<file path="src/rtl/gray_pkg.sv">
// Shared types and helpers for the gray2bin self-test sequencer.
// Defaults: 4-bit codes, one settle cycle between drive and sample.
package gray_pkg;
    localparam int GRAY_W_DEF      = 4;
    localparam int GRAY_SETTLE_DEF = 1;
    localparam int GRAY_FN_W       = 32;

    typedef enum logic [2:0] {IDLE, DRIVE, WAIT, CHECK, DONE} gray_sweep_state_e;

    // Callers zero-extend and truncate, which is exact for the Gray transform.
    function automatic logic [GRAY_FN_W-1:0] bin2gray(input logic [GRAY_FN_W-1:0] b);
        return b ^ (b >> 1);
    endfunction
endpackage

</file>
<file path="src/rtl/gray_settle_timer.sv">
// Loadable down-counter with zero flag; times the WAIT state of the sweep.
// Latency: load takes effect next cycle; no backpressure, saturates at zero.
module gray_settle_timer #(
    parameter int CW = 1
) (
    input  logic          clk,
    input  logic          rst_n,
    input  logic          load_i,
    input  logic [CW-1:0] load_val_i,
    input  logic          dec_i,
    output logic          zero_o
);
    logic [CW-1:0] cnt_q, cnt_d;

    always_comb begin
        cnt_d = cnt_q;
        if (load_i) begin
            cnt_d = load_val_i;
        end else if (dec_i && (cnt_q != '0)) begin
            cnt_d = cnt_q - 1'b1;
        end
    end

    always_ff @(posedge clk or negedge rst_n) begin
        if (!rst_n) begin
            cnt_q <= '0;
        end else begin
            cnt_q <= cnt_d;
        end
    end

    assign zero_o = (cnt_q == '0);
endmodule

</file>
<file path="src/rtl/gray_sweep_ctrl.sv">
// BIST sequencer: sweeps all W-bit Gray codes into a gray2bin converter and counts mismatches.
// Latency: 2**W*(2+SETTLE_CYC) busy cycles + 1 DONE cycle; start ignored while busy, abort cancels.
// Optional first-failure capture ports under GRAY_SWEEP_FAIL_LOG_EN.
module gray_sweep_ctrl
    import gray_pkg::*;
#(
    parameter int W          = GRAY_W_DEF,
    parameter int SETTLE_CYC = GRAY_SETTLE_DEF
) (
    input  logic         clk,
    input  logic         rst_n,
    input  logic         start_i,
    input  logic         abort_i,
    input  logic [W-1:0] bin_i,
    output logic [W-1:0] gray_o,
    output logic         busy_o,
    output logic         done_o,
    output logic         pass_o,
`ifdef GRAY_SWEEP_FAIL_LOG_EN
    output logic         fail_seen_o,
    output logic [W-1:0] fail_gray_o,
    output logic [W-1:0] fail_bin_o,
`endif
    output logic [W:0]   err_cnt_o
);
    localparam int TMR_W    = (SETTLE_CYC > 1) ? $clog2(SETTLE_CYC) : 1;
    localparam int TMR_LOAD = (SETTLE_CYC > 0) ? SETTLE_CYC - 1 : 0;
    localparam logic [W:0] ERR_MAX = {1'b1, {W{1'b0}}};

    gray_sweep_state_e state_q, state_d;
    logic [W-1:0]      idx_q, idx_d;
    logic [W-1:0]      gray_q, gray_d;
    logic [W:0]        err_q, err_d;
    logic              pass_q, pass_d;
    logic              tmr_load, tmr_dec, tmr_zero;
    logic              start_acc, mismatch, busy;

    gray_settle_timer #(.CW(TMR_W)) u_timer (
        .clk        (clk),
        .rst_n      (rst_n),
        .load_i     (tmr_load),
        .load_val_i (TMR_W'(TMR_LOAD)),
        .dec_i      (tmr_dec),
        .zero_o     (tmr_zero)
    );

    assign busy = (state_q == DRIVE) || (state_q == WAIT) || (state_q == CHECK);

    always_comb begin
        state_d   = state_q;
        idx_d     = idx_q;
        gray_d    = gray_q;
        err_d     = err_q;
        pass_d    = pass_q;
        tmr_load  = 1'b0;
        tmr_dec   = 1'b0;
        start_acc = 1'b0;
        mismatch  = 1'b0;
        case (state_q)
            IDLE: begin
                // Abort has priority over a simultaneous start.
                if (start_i && !abort_i) begin
                    start_acc = 1'b1;
                    state_d   = DRIVE;
                    idx_d     = '0;
                    err_d     = '0;
                    pass_d    = 1'b0;
                end
            end
            DRIVE: begin
                gray_d   = W'(bin2gray(GRAY_FN_W'(idx_q)));
                tmr_load = 1'b1;
                state_d  = (SETTLE_CYC > 0) ? WAIT : CHECK;
            end
            WAIT: begin
                if (tmr_zero) begin
                    state_d = CHECK;
                end else begin
                    tmr_dec = 1'b1;
                end
            end
            CHECK: begin
                mismatch = (bin_i != idx_q);
                if (mismatch && (err_q != ERR_MAX)) begin
                    err_d = err_q + 1'b1;
                end
                if (&idx_q) begin
                    state_d = DONE;
                end else begin
                    idx_d   = idx_q + 1'b1;
                    state_d = DRIVE;
                end
            end
            DONE: begin
                pass_d  = (err_q == '0);
                state_d = IDLE;
            end
            default: state_d = IDLE;
        endcase
        if (abort_i && busy) begin
            state_d = IDLE;
            pass_d  = 1'b0;
        end
    end

    always_ff @(posedge clk or negedge rst_n) begin
        if (!rst_n) begin
            state_q <= IDLE;
            idx_q   <= '0;
            gray_q  <= '0;
            err_q   <= '0;
            pass_q  <= 1'b0;
        end else begin
            state_q <= state_d;
            idx_q   <= idx_d;
            gray_q  <= gray_d;
            err_q   <= err_d;
            pass_q  <= pass_d;
        end
    end

`ifdef GRAY_SWEEP_FAIL_LOG_EN
    logic         fail_seen_q, fail_seen_d;
    logic [W-1:0] fail_gray_q, fail_gray_d;
    logic [W-1:0] fail_bin_q, fail_bin_d;

    always_comb begin
        fail_seen_d = fail_seen_q;
        fail_gray_d = fail_gray_q;
        fail_bin_d  = fail_bin_q;
        if (start_acc) begin
            fail_seen_d = 1'b0;
            fail_gray_d = '0;
            fail_bin_d  = '0;
        end else if (mismatch && !fail_seen_q) begin
            fail_seen_d = 1'b1;
            fail_gray_d = gray_q;
            fail_bin_d  = bin_i;
        end
    end

    always_ff @(posedge clk or negedge rst_n) begin
        if (!rst_n) begin
            fail_seen_q <= 1'b0;
            fail_gray_q <= '0;
            fail_bin_q  <= '0;
        end else begin
            fail_seen_q <= fail_seen_d;
            fail_gray_q <= fail_gray_d;
            fail_bin_q  <= fail_bin_d;
        end
    end

    assign fail_seen_o = fail_seen_q;
    assign fail_gray_o = fail_gray_q;
    assign fail_bin_o  = fail_bin_q;
`endif

    assign gray_o    = gray_q;
    assign busy_o    = busy;
    assign done_o    = (state_q == DONE);
    assign pass_o    = pass_q;
    assign err_cnt_o = err_q;
endmodule

</file>
<file path="config.mk">
export PLATFORM = sky130hd
export DESIGN_NAME = gray_sweep_ctrl
export DESIGN_NICKNAME = d
export VERILOG_FILES = /design/src/rtl/gray_pkg.sv /design/src/rtl/gray_settle_timer.sv /design/src/rtl/gray_sweep_ctrl.sv
export SDC_FILE = /design/constraint.sdc
export NUM_CORES = 1
export LEC_CHECK = 0
export ABC_CLOCK_PERIOD_IN_PS = 1980
export BUFFER_PORTS_ARGS = -buffer_cell sky130_fd_sc_hd__buf_2
export CAP_MARGIN = 40
export CELL_PAD_IN_SITES_DETAIL_PLACEMENT = 0
export CELL_PAD_IN_SITES_GLOBAL_PLACEMENT = 1
export CORE_MARGIN = 2
export CORE_UTILIZATION = 41
export DETAILED_ROUTE_END_ITERATION = 8
export PLACE_DENSITY = 0.87
export REMOVE_ABC_BUFFERS = 1
export SLEW_MARGIN = 10
export SYNTH_ARGS = -nofsm -noshare
export SYNTH_HDL_FRONTEND = slang
export SYNTH_SLANG_ARGS = --single-unit
</file>
<file path="constraint.sdc">
create_clock -name clk -period 1.98 [get_ports clk]
set_input_delay 0.198 -clock clk [delete_from_list [all_inputs] [get_ports clk]]
set_output_delay 0.198 -clock clk [all_outputs]
set_load 0.02 [all_outputs]
</file>
==> Word level (Yosys, flattened, before mapping) <==
Index checks and enable logic that the tools add are counted.
{ "totals": {"inputBits": 8, "word_cells": 57, "latch_bits": 0, "mem_bits_ro": 0, "register_bits": 18, "mem_count": 0, "mem_bits_rw": 0} }
{ "op_classes": {"n_shift": 0, "order_cmp": 0, "div": 0, "addsub": 3, "n_bitwise": 1, "muxes": 19, "n_reduce_logical": 17, "eq_ne": 11, "multipliers": 0} }
{ "ops": {"columns": ["operator", "n"], "rows": [
  ["two-way mux 3 bit", 4],
  ["case mux 3 bit (4 select lines)", 1],
  ["two-way mux 5 bit", 2],
  ["case mux 5 bit (2 select lines)", 1],
  ["two-way mux 4 bit", 2],
  ["case mux 4 bit (2 select lines)", 1],
  ["two-way mux 1 bit", 7],
  ["== test 3 x 2 -> 1 bit, second input constant", 2],
  ["!= test 3 bit, second input constant", 2],
  ["AND reduction 3 bit", 2],
  ["adder 5 x 1 -> 5 bit, second input constant", 1],
  ["logical NOT 5 bit", 1],
  ["!= test 5 bit, second input constant", 1],
  ["adder 4 x 1 -> 4 bit, second input constant", 1],
  ["logical AND 1 bit", 4],
  ["!= test 2 bit, second input constant", 2],
  ["!= test 4 bit", 1],
  ["AND reduction 2 bit", 2],
  ["AND reduction 4 bit", 1],
  ["nonzero test 2 bit", 2],
  ["bitwise XOR 4 x 3 -> 4 bit", 1],
  ["== test 3 x 1 -> 1 bit, second input constant", 1],
  ["== test 3 bit, second input constant", 1],
  ["logical NOT 3 bit", 1],
  ["other kinds (6)", 7]
]} }

==> Logic depth before layout (Yosys ltp) <==
{ "logic_depth": {"depth_word": 6, "depth_mapped": 6} }

==> Hierarchy <==
From an unflattened synthesis, not the netlist that was laid out.
{ "hier_totals": {"hier_cells": 96, "hier_area_um2": 1047.3} }
{ "modules_own_cells": {"columns": ["module", "instances", "area_per_inst_um2", "cells_each"], "rows": [
  ["gray_sweep_ctrl", 1, 1002.2, 92],
  ["gray_settle_timer", 1, 45.0, 4]
]} }

==> Worst setup path after synthesis <==
No wires, ideal clock.
{ "synth_timing": {"kind": "flip-flop to flip-flop", "startpoint": "reg idx_q[3]", "endpoint": "reg err_q[0], in the netlist err_cnt_o[0]", "stages_incl_launch_ff": 5, "setup_slack_ns": 0.563, "period_less_slack_ns": 1.417, "n_path_buf": 0, "arrival_ns": 1.336, "setup_ns": 0.080, "cell_sequence": "dfrtp_1 xor2_1 o41a_4 nand2_1 mux2i_1"} }
{ "synth_via": {"elab_chain_len": 4} }
{ "synth_lines": {"columns": ["item", "line", "rtl"], "rows": [
  ["from (decl)", "gray_sweep_ctrl.sv:31", "logic [W-1:0] idx_q, idx_d;"],
  ["from (signal assigned)", "gray_sweep_ctrl.sv:115", "idx_q <= idx_d;"],
  ["!= test 4 bit", "gray_sweep_ctrl.sv:83", "mismatch = (bin_i != idx_q);"],
  ["logical AND 1 bit", "gray_sweep_ctrl.sv:84", "if (mismatch && (err_q != ERR_MAX)) begin"],
  ["!= test 2 x 1 -> 1 bit (no line)", null, null],
  ["AND reduction 3 bit (no line)", null, null],
  ["to (signal assigned)", "gray_sweep_ctrl.sv:117", "err_q <= err_d;"],
  ["to (decl)", "gray_sweep_ctrl.sv:33", "logic [W:0] err_q, err_d;"]
]} }
Every way passes these cells.
A chain may end at the register's enable or synchronous reset.

==> Worst setup path after layout <==
{ "layout_timing": {"startpoint": "reg idx_q[3]", "endpoint": "reg err_q[1], in the netlist err_cnt_o[1]"} }
Same word-level chain as after synthesis.

==> impl_summary.md <==
Die
The number of top-level pins is 20. The floorplan core area is 2230 µm². Once the floorplan was initialized, standard cells occupied 44.1% of the core. The die covers 2810 µm².

The die outline height is 53.0 µm. The die boundary width is 53.0 µm. The floorplan has 17 rows.

Route
In this run the remaining antenna-violating nets after routing total 0. The via count of the routed design is about 750. The number of design-rule violations left by the first detailed-router iteration is 19. The total length of routed wires is 1.95 mm. Dividing the detail-routed wire length by the instance count gives 13.7 µm.

In the routed layout, each cell is associated on average with a via count of approximately 5.3. The final routed DRC violation total is 0. Before antenna repair, the detailed router went through 4 iterations.

Power and ir drop
The total power density per cell area is 769 nW/µm². The worst-case IR drop observed on VDD is 0.000491 V. The leakage power total is 0.615 nW.

Worst setup path
The element type at the critical path end is a flip-flop. Data on the critical path arrives at its endpoint at 1790 ps. Of all nets on the critical path, the largest fanout is 5. The startpoint class of the critical path is a flip-flop. The critical path goes through xor2_1 > o41a_4 > nand2_1 > mux2i_1. In this run the number of cells on the critical path is 4. On the critical path, the stage with the largest delay is an instance of sky130_fd_sc_hd__o41a_4.

The category of the most critical setup path is reg -> reg. The worst path required time is 2190 ps. The worst register-to-register path has a depth of 4.

The buffers plus inverters on the worst setup path is 0. On the critical path the largest part of the delay comes from compound AO/OA/AOI/OAI gates. In this design, the stage delay of the slowest critical-path cell is 520 ps.

STA
The number of hold-slack violations in the final timing report is 0. The actual slew at the worst max-slew pin is 403 ps. The number of max-slew violations in the final report is 0. Adding up every negative setup slack in the final design gives 0 ps. Derived from the worst setup path, the maximum achievable clock frequency is 632 MHz. Setup repair after global routing left no endpoint under its margin. Setup violations remaining at the end of the flow were counted as 0. The worst path needs around 1600 ps of the cycle, external delays included. The fraction of the cycle the final worst path needs is 79.9%. The final setup skew is 1.04 ps. In this run the tightest slew margin relative to its limit is 73.1%.

Finish
The area added between synthesis and finish is 14.3%. The number of fill cells is about 220. At the end of the flow, the number of nets in the layout was 129. The total area of sequential cells is 450 µm². 0 antenna diodes ended up in the layout.

The post-route netlist has approximately a quarter of its cells at a drive strength greater than 1. The multi-input combinational cells in the finished layout cover a total of 499 µm². The final standard cell area without fillers is 1130 µm².

Global routing
Entering global routing, the biggest net connects 19 pins. The initial antenna violation count is 0. The first global-routing pass estimated 3.21 mm of wire. The number of global-route vias before repair was 738. Across every metal layer, demand over resource in global routing totals 16.5%.

The sum of overflow across all layers after global routing is 0.

Clocking
The root buffer cell chosen for the clock tree is sky130_fd_sc_hd__clkbuf_4. In this run the number of H-tree levels came out at 1. CTS saw 18 sinks. The total clock buffers created by CTS is 3. The total of cells resized after clock tree synthesis is 0. The later pin in the worst-skew pair is clocked with a latency of 290 ps. The clock tree from TritonCTS is yes.

The maximum number of buffers from clock root to sink is 2. After clock tree synthesis, the clock-pin slew on the worst setup and hold paths is 90 ps.

Synthesis
The number of warning messages in the yosys log is 0. The post-synthesis average cell area is 10.5 µm². The instance count of the mapped netlist is 94. The register bit count reported by yosys is 18.

Sequential elements use between 40% and 50% of the synthesized area. The number of different library cells in the post-synthesis netlist is 32. The number of enable-type register cells in the synthesized netlist is 0. The area of the mapped netlist is 986 µm². The share of flip-flops with an asynchronous set or reset after synthesis is 100%. In the synthesized netlist the dominant register cell turns out to be sky130_fd_sc_hd__dfrtp_1.

Status
The flow ran to the end, and the final reports show no timing, DRC or antenna violations.

Place
The congestion estimate from routability-driven global placement came to 0.817. The cell area after placement is roughly 1100 µm². The count of buffers added on input and output ports is 19. The HPWL after detailed placement is roughly 1.5 mm.

Hold path
The kind of path behind the tightest hold check is in -> reg. Counting instances, the worst hold path has a depth of 2.

Flow run
The number of max-capacitance violations reported is 0.
-- report_power, final --
group          switching [mW]  total (mW)  internal (mW)
Combinational           0.130       0.233          0.103
Clock                   0.109       0.180         0.0710
Sequential             0.0489       0.454          0.405
-- per-layer routing --
metal	vias to the layer above	GRT usage (%)	wire (µm)
met3	5	2.54	95
met1	351	20.6	886
li1	372	-	-
met5	-	0	0
met2	21	26.7	925
met4	0	9.83	42
-- placed cells by master (no fill, tap or decap), types with 2 or more instances in the layout --
cell and instances:
sky130_fd_sc_hd__mux2i_1 4, sky130_fd_sc_hd__nand2_1 10, sky130_fd_sc_hd__o21ai_1 2, sky130_fd_sc_hd__and3_1 2
sky130_fd_sc_hd__nor2_1 9, sky130_fd_sc_hd__nor3b_2 2, sky130_fd_sc_hd__a21oi_1 4, sky130_fd_sc_hd__inv_1 2
sky130_fd_sc_hd__mux2_2 4, sky130_fd_sc_hd__ha_1 5, sky130_fd_sc_hd__nand4_1 2, sky130_fd_sc_hd__clkbuf_4 3
sky130_fd_sc_hd__buf_2 19, sky130_fd_sc_hd__xor2_1 6, sky130_fd_sc_hd__nand3_1 5, sky130_fd_sc_hd__dfrtp_1 18
-- layout make-up --
cell class,count,area share [%]
Clock buffer,3,2.00
Multi-Input combinational cell,70,44.3
Tap cell,28,3.11
Sequential cell,18,40.0
Inverter,2,0.666
Timing Repair Buffer,21,9.99
-- worst paths after layout --
path                       slack (ps)                        end                      start
max in group asynchronous        1350   err_cnt_o[3]$_DFFE_PN0P_                      rst_n
max                               400   err_cnt_o[1]$_DFFE_PN0P_       idx_q[3]$_DFFE_PN0P_
max reg2reg                       400   err_cnt_o[1]$_DFFE_PN0P_       idx_q[3]$_DFFE_PN0P_
min reg2reg                       510  u_timer.cnt_q$_DFFE_PN0P_  u_timer.cnt_q$_DFFE_PN0P_
min in group asynchronous         350         pass_o$_DFFE_PN0P_                      rst_n
min                               110     state_q[1]$_DFFE_PN0P_                    abort_i
-- Yosys cell counts (all sizes together) (2+ instances only) --
cell type	count	area, µm²
ha	5	62.6
a21oi	4	20.0
o21ai	3	15.0
inv	2	7.51
mux2	4	45.0
dfrtp	18	450
nand2	10	37.5
nand4	2	12.5
xor2	6	52.6
nor2	9	33.8
and3	2	12.5
nand3	5	25.0
buf	4	28.8
mux2i	4	40.0
nor3b	2	25.0
-- sequential cells by signal (all words and copies together) (netlist names) --
signal         count
err_cnt_o          5
gray_o             4
idx_q              4
state_q            3
pass_o             1
u_timer.cnt_q      1
-- metrics by stage --
step / power [mW] / hold WS (ps) / utilization, % / std cells / setup slack, ps
final: 0.867 / 113 / 50.5 / 142 / 398
after floorplan: 0.608 / -97.6 / - / 90 / 563
after CTS: 0.881 / 109 / 50.5 / 142 / 382
after global placement: 0.689 / 151 / 49.0 / 138 / 475
after global routing: 0.930 / 108 / 50.5 / 142 / 327
after detailed placement: 0.696 / 154 / 49.0 / 138 / 405
-- logic make-up after synthesis --
group                    after synthesis  synth area share [%]
AND/OR/NAND/NOR                       36                  18.9
flip-flops                            18                  45.7
AO/OA/AOI/OAI                         14                  10.5
multiplexers                           8                  8.63
XOR/XNOR                               7                  6.22
buffers and inverters                  6                  3.68
adder cells (fa/ha/maj)                5                  6.35
-- repair_timing --
item | CTS | global route
hold buffers | 1 | 0
hold endpoints to repair | 18 | 0
endpoints found under the setup margin | 0 | 0
buffers inserted | 0 | 0
Note: power is estimated with default switching activity, not from simulation.
